<file path="src/rtl/sq_slot_sched.sv">
// Time-division slot scheduler: SLOTS operator slots share one sin/pow datapath,
// each owning a fixed window inside a FRAME-cycle sample frame.
module sq_slot_sched #(
    parameter int unsigned SLOTS     = 8,
    parameter int unsigned FRAME     = 144,
    parameter int unsigned WIN       = 16,
    parameter int unsigned WIN_START = 8,
    parameter int unsigned CAP_OFS   = 8
) (
    input  logic        clk,
    input  logic        reset_n,
    input  logic        cfg_we,
    input  logic [2:0]  cfg_slot,
    input  logic [10:0] cfg_fnumber,
    input  logic [2:0]  cfg_block,
    input  logic [3:0]  cfg_multiple,
    input  logic [6:0]  cfg_totallvl,
    input  logic        cfg_keyon,
    output logic [9:0]  phase,
    output logic [6:0]  gain,
    output logic        pow_rd_n,
    input  logic [13:0] pow_y,
    output logic [16:0] mix,
    output logic        sample_valid,
    output logic [2:0]  busy_slot
);
    localparam int unsigned FCW = $clog2(FRAME);
    localparam int unsigned SW  = (SLOTS > 1) ? $clog2(SLOTS) : 1;
    localparam logic [FCW-1:0] FC_LAST  = FCW'(FRAME - 1);
    localparam logic [FCW-1:0] OFS_RD   = FCW'(2);
    localparam logic [FCW-1:0] OFS_CAP  = FCW'(CAP_OFS);
    localparam logic [FCW-1:0] OFS_LAST = FCW'(WIN - 1);

    typedef struct packed {
        logic [10:0] fnumber;
        logic [2:0]  block;
        logic [3:0]  multiple;
        logic [6:0]  totallvl;
        logic        keyon;
    } cfg_t;

    logic [FCW-1:0] fc_q, fc_d;
    logic [9:0]     phase_q, phase_d;
    logic [6:0]     gain_q, gain_d;
    logic           pow_rd_n_q, pow_rd_n_d;
    logic [16:0]    mix_q, mix_d;
    logic [16:0]    mix_acc_q, mix_acc_d;
    logic           sv_q, sv_d;
    logic [2:0]     busy_q, busy_d;
    cfg_t           shadow_q [SLOTS];
    cfg_t           shadow_d [SLOTS];
    cfg_t           active_q [SLOTS];
    cfg_t           active_d [SLOTS];
    logic [19:0]    acc_q [SLOTS];
    logic [19:0]    acc_d [SLOTS];

    logic           in_win;
    logic [SW-1:0]  win_slot;
    logic [FCW-1:0] win_off;
    cfg_t           cur_cfg;
    cfg_t           cfg_in;
    logic [19:0]    fmult;
    logic [19:0]    cur_inc;

    assign cfg_in = '{fnumber:  cfg_fnumber,
                      block:    cfg_block,
                      multiple: cfg_multiple,
                      totallvl: cfg_totallvl,
                      keyon:    cfg_keyon};

    always_comb begin
        in_win   = 1'b0;
        win_slot = '0;
        win_off  = '0;
        for (int unsigned k = 0; k < SLOTS; k++) begin
            if (fc_q >= FCW'(WIN_START + k * WIN) && fc_q < FCW'(WIN_START + (k + 1) * WIN)) begin
                in_win   = 1'b1;
                win_slot = SW'(k);
                win_off  = fc_q - FCW'(WIN_START + k * WIN);
            end
        end
    end

    assign cur_cfg = active_q[win_slot];

    // One shared increment unit serves whichever slot owns the current window.
    always_comb begin
        if (cur_cfg.block == 3'd0) begin
            fmult = {9'b0, cur_cfg.fnumber} >> 1;
        end else begin
            fmult = {9'b0, cur_cfg.fnumber} << (cur_cfg.block - 3'd1);
        end
        if (cur_cfg.multiple == 4'd0) begin
            cur_inc = fmult >> 1;
        end else begin
            cur_inc = fmult * {16'b0, cur_cfg.multiple};
        end
    end

    always_comb begin
        fc_d       = (fc_q == FC_LAST) ? '0 : fc_q + FCW'(1);
        phase_d    = phase_q;
        gain_d     = gain_q;
        pow_rd_n_d = 1'b1;
        mix_d      = mix_q;
        mix_acc_d  = mix_acc_q;
        sv_d       = 1'b0;
        busy_d     = busy_q;
        shadow_d   = shadow_q;
        active_d   = active_q;
        acc_d      = acc_q;

        if (in_win) begin
            busy_d = 3'(win_slot);
            if (win_off == '0) begin
                phase_d = acc_q[win_slot][19:10];
                gain_d  = cur_cfg.totallvl;
            end
            if (cur_cfg.keyon) begin
                if (win_off == OFS_RD) begin
                    pow_rd_n_d = 1'b0;
                end
                if (win_off == OFS_CAP) begin
                    mix_acc_d = mix_acc_q + {{3{pow_y[13]}}, pow_y};
                end
                if (win_off == OFS_LAST) begin
                    acc_d[win_slot] = acc_q[win_slot] + cur_inc;
                end
            end
        end

        for (int unsigned k = 0; k < SLOTS; k++) begin
            if (cfg_we && cfg_slot == 3'(k)) begin
                shadow_d[k] = cfg_in;
            end
        end

        // Copy uses the post-write shadow so a same-cycle write takes effect next frame.
        if (fc_q == FC_LAST) begin
            for (int unsigned k = 0; k < SLOTS; k++) begin
                if (shadow_d[k].keyon && !active_q[k].keyon) begin
                    acc_d[k] = '0;
                end
                active_d[k] = shadow_d[k];
            end
            mix_d     = mix_acc_d;
            mix_acc_d = '0;
            sv_d      = 1'b1;
        end
    end

    always_ff @(posedge clk) begin
        if (!reset_n) begin
            fc_q       <= '0;
            phase_q    <= '0;
            gain_q     <= '0;
            pow_rd_n_q <= 1'b1;
            mix_q      <= '0;
            mix_acc_q  <= '0;
            sv_q       <= 1'b0;
            busy_q     <= '0;
            for (int unsigned k = 0; k < SLOTS; k++) begin
                shadow_q[k] <= '0;
                active_q[k] <= '0;
                acc_q[k]    <= '0;
            end
        end else begin
            fc_q       <= fc_d;
            phase_q    <= phase_d;
            gain_q     <= gain_d;
            pow_rd_n_q <= pow_rd_n_d;
            mix_q      <= mix_d;
            mix_acc_q  <= mix_acc_d;
            sv_q       <= sv_d;
            busy_q     <= busy_d;
            shadow_q   <= shadow_d;
            active_q   <= active_d;
            acc_q      <= acc_d;
        end
    end

    assign phase        = phase_q;
    assign gain         = gain_q;
    assign pow_rd_n     = pow_rd_n_q;
    assign mix          = mix_q;
    assign sample_valid = sv_q;
    assign busy_slot    = busy_q;

endmodule

</file>
<file path="config.mk">
export PLATFORM = sky130hd
export DESIGN_NAME = sq_slot_sched
export DESIGN_NICKNAME = d
export VERILOG_FILES = /design/src/rtl/sq_slot_sched.sv
export SDC_FILE = /design/constraint.sdc
export NUM_CORES = 2
export LEC_CHECK = 0
export CAP_MARGIN = 10
export CORE_MARGIN = 1.5
export CORE_UTILIZATION = 44
export DETAILED_ROUTE_END_ITERATION = 7
export GPL_ROUTABILITY_DRIVEN = 1
export REMOVE_ABC_BUFFERS = 1
export SLEW_MARGIN = 30
export SYNTH_ARGS = -nofsm -noshare
export SYNTH_HDL_FRONTEND = slang
export SYNTH_SLANG_ARGS = --single-unit
</file>
<file path="constraint.sdc">
create_clock -name clk -period 11.7 [get_ports clk]
set_input_delay 1.755 -clock clk [delete_from_list [all_inputs] [get_ports clk]]
set_output_delay 1.755 -clock clk [all_outputs]
set_load 0.005 [all_outputs]
</file>
# ---- Word level (Yosys, flattened, before mapping)
# Index checks and enable logic that the tools add are counted.
# Widths: inputs -> output; s select.
dict set report totals {
  in_bits 46
  ff_bits 640
  wordCells 240
}
dict set report op_classes {
  addsub 12
  n_eq_ne 11
  bitwise_logic 2
  n_shift 1
  mux 59
  n_reduce_logical 40
  n_mul 1
  n_lt_le_gt_ge 18
}
# operator n
set op_table {}
lappend op_table {{$mux 160} 4}
lappend op_table {{$mux 20} 13}
lappend op_table {{$mux 26} 10}
lappend op_table {{$bwmux 160} 1}
lappend op_table {{$bmux 26 s3} 1}
lappend op_table {{$mux 8} 8}
lappend op_table {{$bmux 20 s3} 1}
lappend op_table {{$demux 20 s3} 1}
lappend op_table {{$mux 17} 3}
lappend op_table {{$ge 8x7->1 const B} 4}
lappend op_table {{$lt 8x7->1 const B} 4}
lappend op_table {{$sub 8x7->8 const B} 4}
lappend op_table {{$logic_and 1x1->1} 25}
lappend op_table {{$add 20x20->20} 1}
lappend op_table {{$mul 20x4->20} 1}
lappend op_table {{$shl 11x3->20} 1}
lappend op_table {{$mux 3} 6}
lappend op_table {{$add 17x17->17} 1}
lappend op_table {{$eq 8x4->1 const B} 2}
lappend op_table {{$ge 8x6->1 const B} 2}
lappend op_table {{$lt 8x6->1 const B} 2}
lappend op_table {{$sub 8x6->8 const B} 2}
lappend op_table {{$eq 3x3->1 const B} 4}
lappend op_table {{$mux 1} 11}
lappend op_table {{other kinds (23)} 32}

# ---- Depth between registers and ports, before layout
dict set report logic_depth {
  depth_word 25
  mapped_depth 52
  depth_no_buf 43
}

# ---- Worst setup path before layout
# OpenSTA, ideal clock, no wires.
dict set report synth_path {
  kind {flip-flop to flip-flop}
  startpoint {register fc_q[4]}
  endpoint {register acc_q[19] in the netlist's numbering}
  path_buffers 7
  required_time_ns 11.619
  arrival_ns 10.226
  slack_ns 1.393
  setup_time_ns 0.081
  stages_incl_launch_ff 47
  path_cell_list {dfxtp_1 buf_2 inv_1 ha_1 or4b_4 a2111oi_4 a21boi_2 nand2_1 clkbuf_1 buf_1 buf_1 clkbuf_1 clkbuf_1 nand2_1 a21oi_1 nor4_1 ha_1 clkbuf_1 [... 11 more ...] o21bai_1 a21oi_1 o21bai_1 a21oi_1 o21ai_0 o41ai_1 o21ai_0 xor2_1 nand2_1 o21ai_0 ha_1 nand3_1 o21ai_0 a21oi_1 o21bai_1 nand4b_1 o2111ai_4 a41oi_1}
}
dict set report synth_via {
  elab_chain_cells 25
}
# element line
set synth_rtl {}
lappend synth_rtl {{from (decl)} 42} ;# logic [FCW-1:0] fc_q, fc_d;
lappend synth_rtl {{from (signal assigned)} 154} ;# fc_q <= '0;
lappend synth_rtl {{from (signal assigned)} 168} ;# fc_q <= fc_d;
lappend synth_rtl {{$ge 8x5->1 / $lt 8x6->1 (equally long branches)} 76} ;# if (fc_q >= FCW'(WIN_START + k * WIN) && fc_q < FCW'(WIN_START + (k + 1) * WIN)) begin
lappend synth_rtl {{$logic_and 1x1->1} 76}
lappend synth_rtl {{$mux 1} 76}
lappend synth_rtl {{$mux 3 (6 in series)} 76}
lappend synth_rtl {{$not 3->4 (implied by the code)} {84, 127}}
lappend synth_rtl {{$bmux 26 s3} 84} ;# assign cur_cfg = active_q[win_slot];
lappend synth_rtl {{$mux 26 (implied by the code) (2 in series)} 84}
lappend synth_rtl {{$sub 3x1->3} 91} ;# fmult = {9'b0, cur_cfg.fnumber} << (cur_cfg.block - 3'd1);
lappend synth_rtl {{[... 3 more ...]} --}
lappend synth_rtl {{$mux 20} 93} ;# if (cur_cfg.multiple == 4'd0) begin
lappend synth_rtl {{$add 20x20->20} 127} ;# acc_d[win_slot] = acc_q[win_slot] + cur_inc;
lappend synth_rtl {{$bwmux 160} 127}
lappend synth_rtl {{$mux 160} 126} ;# if (win_off == OFS_LAST) begin
lappend synth_rtl {{$mux 160} 119} ;# if (cur_cfg.keyon) begin
lappend synth_rtl {{$mux 160} 113} ;# if (in_win) begin
lappend synth_rtl {{$mux 20} 141} ;# if (shadow_d[k].keyon && !active_q[k].keyon) begin
lappend synth_rtl {{$mux 160 *} 139} ;# if (fc_q == FC_LAST) begin
lappend synth_rtl {{to (signal, indexed assignment)} 165} ;# acc_q[k] <= '0;
lappend synth_rtl {{to (signal assigned)} 178} ;# acc_q <= acc_d;
lappend synth_rtl {{to (decl)} 54} ;# logic [19:0] acc_q [SLOTS];
# Every way passes the cells marked *; elsewhere a longest branch is shown, timed or not. The select of a mux whose other input is x is not followed.
# A chain may end at the register's enable or synchronous reset.

# ---- Final worst setup path
# Ends and elaborated chain as after synthesis.

==> implementation parameters <==
Parameter                              Value

Worst hold path
  Startpoint of the tightest hold check path ... acc_q[38]
  Worst hold path endpoint ... acc_q[38]
  Worst min-delay path category ... flip-flop to flip-flop
  Number of cells on the worst hold path ... 2

GRT
  Via count of the first global-routing pass ... approximately 23000
  Wire length of the first global-routing pass ... 132700 microns
  Number of antenna violations at the first check in global routing ... 1
  Aggregate global routing overflow ... 0
  Combined global-route utilization of all metal layers ... a little under a quarter
  Pin count of the biggest net entering global routing ... 227

Setup path
  Cell mode on critical path ... sky130_fd_sc_hd__a21oi_1
  Critical path required time ... 12170 ps
  Worst setup path category ... flip-flop to flip-flop
  Critical Path Max Stage Delay ... 540 ps
  Worst-path fanout max ... 19
  Worst reg-to-reg setup slack ... 1120 ps
  Startpoint kind of the worst setup timing path ... flip-flop
  Slowest CP cell ... sky130_fd_sc_hd__dfxtp_1
  Crit Reg-Reg Startpoint ... fc_q[4]
  Crit. End Element ... flip-flop
  Data arrival at the endpoint of the critical path ... 11060 ps
  Number of cells traversed by the worst register-to-register path ... 42
  Worst R2R End ... acc_q[19]

Floorplan
  Starting density of the core ... 44.36%
  Ports placed on the boundary ... 85
  Total die area ... 70480 sq um
  Standard cell core area ... 68350 sq um
  Std cell rows ... 96
  Die X-Extent ... between 200 and 300 microns
  Die height ... 265.5 microns

Clock tree
  CTS root buffer ... sky130_fd_sc_hd__clkbuf_16
  Hold-fix buffers, CTS ... 0
  Number of gates given a new drive strength after cts ... 0
  Number of clock buffers inserted by TritonCTS ... 73
  H-tree levels ... 3
  Clock slew at the register clock pins of the worst setup and hold paths ... about 60 ps
  TritonCTS clock tree ... built
  Number of clock sinks ... 640
  Maximum clock insertion buffer count ... 3
  # Post-CTS Setup Buffers ... 0
  Worst-skew pair later-pin latency ... 640 ps

Synth
  Synth cell types ... 96
  Prevailing post-synth register cell ... sky130_fd_sc_hd__dfxtp_1
  Asr flop ratio synth ... 0%
  Leading post-synthesis cells by cell area ... sky130_fd_sc_hd__dfxtp_1 (42%), sky130_fd_sc_hd__mux2i_1 (9.4%), sky130_fd_sc_hd__nand2_1 (7.6%)
  Proportion of synthesized chip area in sequential cells ... a little over two fifths
  Fraction of synthesized cell area taken by the top area cell type ... between 40% and 50%
  Syn Inst Count ... 3562
  Synthesized area ... just over 30000 sq um
  Total number of yosys warnings ... 0
  Number of enable-type register cells in the synthesized netlist ... 0
  Cell type contributing the most total cell area after synthesis ... sky130_fd_sc_hd__dfxtp_1
  Yosys reg bits ... 640
  Mean cell area of the mapped netlist ... 8.511 sq um

Timing
  Slew headroom ... 32.20%
  Setup violation total in the final timing report ... 0
  Max Freq ... 0.09448 GHz
  Unrepaired setup endpoints after global routing ... false
  Pin slew with the least headroom to its limit ... approximately 1000 ps
  Min cycle time layout ... ~11000 ps
  Setup clock skew after layout ... around 36 ps
  Final Hold Violating Endpoints ... 0
  Total count of max-transition violations in the final report ... 0
  Part of the cycle the worst path needs ... a little over 90%

Power and ir drop
  Share of total power in sequential cells ... 46.4%
  Cell internal power dissipation ... 3.694 mW
  Leakage dissipation ... 13.85 nW
  Sum of internal, switching and leakage power ... 4.746 mW
  Clk pwr share ... 50.5%
  Switching part of the total ... 22.15%
  Power spent charging and discharging nets ... 1.051 mW
  Power density over the cells ... 137.8 nW/um^2
  Comb power frac ... between 3 and 4%
  Peak supply drop ... between 0.1 and 0.15 mV

Route
  Iteration-0 DRC Markers ... 1612
  DRC errors left ... 0
  Total Wirelength ... 84160 microns
  Remaining antenna violation count after routing ... 0
  Number of optimization iterations in the first detailed-route pass ... 5
  Routed length per placed instance ... between 15 and 20 microns
  Mean number of vias per cell ... 5.511
  Overall via count from detail_route ... 24482

Flow run
  Max-Cap Viols ... 0

Final layout
  Top library cells by usage in the layout, fill and taps aside ... sky130_fd_sc_hd__dfxtp_1 (639), sky130_fd_sc_hd__nand2_1 (610), sky130_fd_sc_hd__nor2_1 (455), sky130_fd_sc_hd__mux2i_1 (285), sky130_fd_sc_hd__a21oi_1 (213)
  Share of final-layout standard cells stronger than drive strength 1 ... ~7.6%
  Area used by multi-input combinational logic ... 16120 sq um
  Fill cell total of the finished layout ... 6550
  Combined flip-flop and latch cell area ... 12810 sq um
  Synthesis-to-layout area growth ... 13.56%
  Area of all placed cells without fillers ... 34430 sq um
  Post-layout net count ... between 3000 and 4000
  Most common cell after layout, fill and taps aside ... sky130_fd_sc_hd__dfxtp_1

Place
  Placed cell areas ... 31810 sq um
  Final weighted congestion in routability-driven placement ... about 0.90
  Input/output buffers ... 84
  Detail Placement HPWL ... 51010 microns

Run status
  Outcome ... completed
==> synthesized netlist by cell type, drive strengths merged (14+ instances only) <==
master	count
o211a	99
mux2	15
nor2	460
o21bai	17
inv	112
xor2	14
a21boi	21
nand3	58
fa	34
nor2b	44
dfxtp	640
o21ai	86
and3	30
a21o	16
xnor2	38
clkbuf	234
ha	61
a32oi	17
mux2i	285
a211oi	160
nor3	26
a21oi	213
o211ai	38
buf	53
nand2	611
==> state kept, by name, summed over array words and instances (netlist names) <==
signal and flops:
active_q 208, shadow_q 208, acc_q 160, mix 17
mix_acc_q 17, phase 10, fc_q 8, gain 7
busy_slot 3, pow_rd_n 1, sample_valid 1
==> metal layers <==
metal	part of all wire (%)	routed length [microns]	vias to the layer above	global-route usage, %
met5	0	0	-	0
met4	2.4	2005	0	6.610
met3	4.7	3955	121	3.879
met2	47	39580	489	39.54
met1	46	38620	11746	31.58
li1	-	-	12126	-
==> kinds of logic (layout without fill, tap and decap cells) <==
group	count (synthesis)	count (layout)	synth area share [%]
other	0	1	0
XOR/XNOR	54	54	1.655
multiplexers	302	302	10.12
flip-flops	640	640	42.26
adder cells (fa/ha/maj)	95	95	4.763
AO/OA/AOI/OAI	746	746	17.50
AND/OR/NAND/NOR	1324	1324	18.53
buffers and inverters	401	398	5.175
==> cell type report <==
cell class                 instances  area share (%)
clock buffer                     113           6.418
sequential                       640           37.22
multi-input combinational       2521           46.83
clock inverter                    22           1.029
tap                              882           3.206
timing repair buffer             149           4.027
antenna                            1        0.007269
inverter                         114           1.265
==> critical path, delay by kind of cell (launching register included) <==
kind / cells / cell delay (ps)
compound gates: 22 / 4480
buf+inv: 5 / 780
fa+ha+maj: 6 / 2440
simple gates: 8 / 2010
flops: 1 / 540
xor+xnor: 1 / 170
==> power groups by stage <==
stage | combinational, mW | sequential [mW] | clock, mW
after floorplan | 0.0746 | 2.25 | 0
after global placement | 0.145 | 2.25 | 0
after detailed placement | 0.147 | 2.25 | 0
after CTS | 0.147 | 2.20 | 2.45
after global routing | 0.158 | 2.20 | 2.54
final | 0.146 | 2.20 | 2.40
==> worst max path at each step <==
stage                  from         end  slack (ps)  depth (start not counted)
CTS                 fc_q[4]  acc_q[119]         300                         41
global placement    fc_q[4]   acc_q[19]         520                         41
detailed placement  fc_q[4]   acc_q[59]         400                         41
global route        fc_q[4]   acc_q[19]         170                         42
floorplan           fc_q[7]     mix[15]      -13320                          4
finish              fc_q[4]   acc_q[19]        1120                         42
==> stage by stage <==
step / setup TNS (ps) / hold WS (ps) / instances / setup slack [ps] / util (%)
final: 0 / 448.0 / 4442 / 1115 / 50.37
after global routing: 0 / 466.4 / 4442 / 165.4 / 50.37
after CTS: 0 / 450.8 / 4440 / 295.9 / 50.29
after detailed placement: 0 / 443.2 / 4305 / 399.8 / 46.54
after global placement: 0 / 438.5 / 4303 / 523.3 / 46.50
after floorplan: -2833880 / 431.2 / 3275 / -13320 / -
No activity file was read; power rests on OpenSTA's default activity.
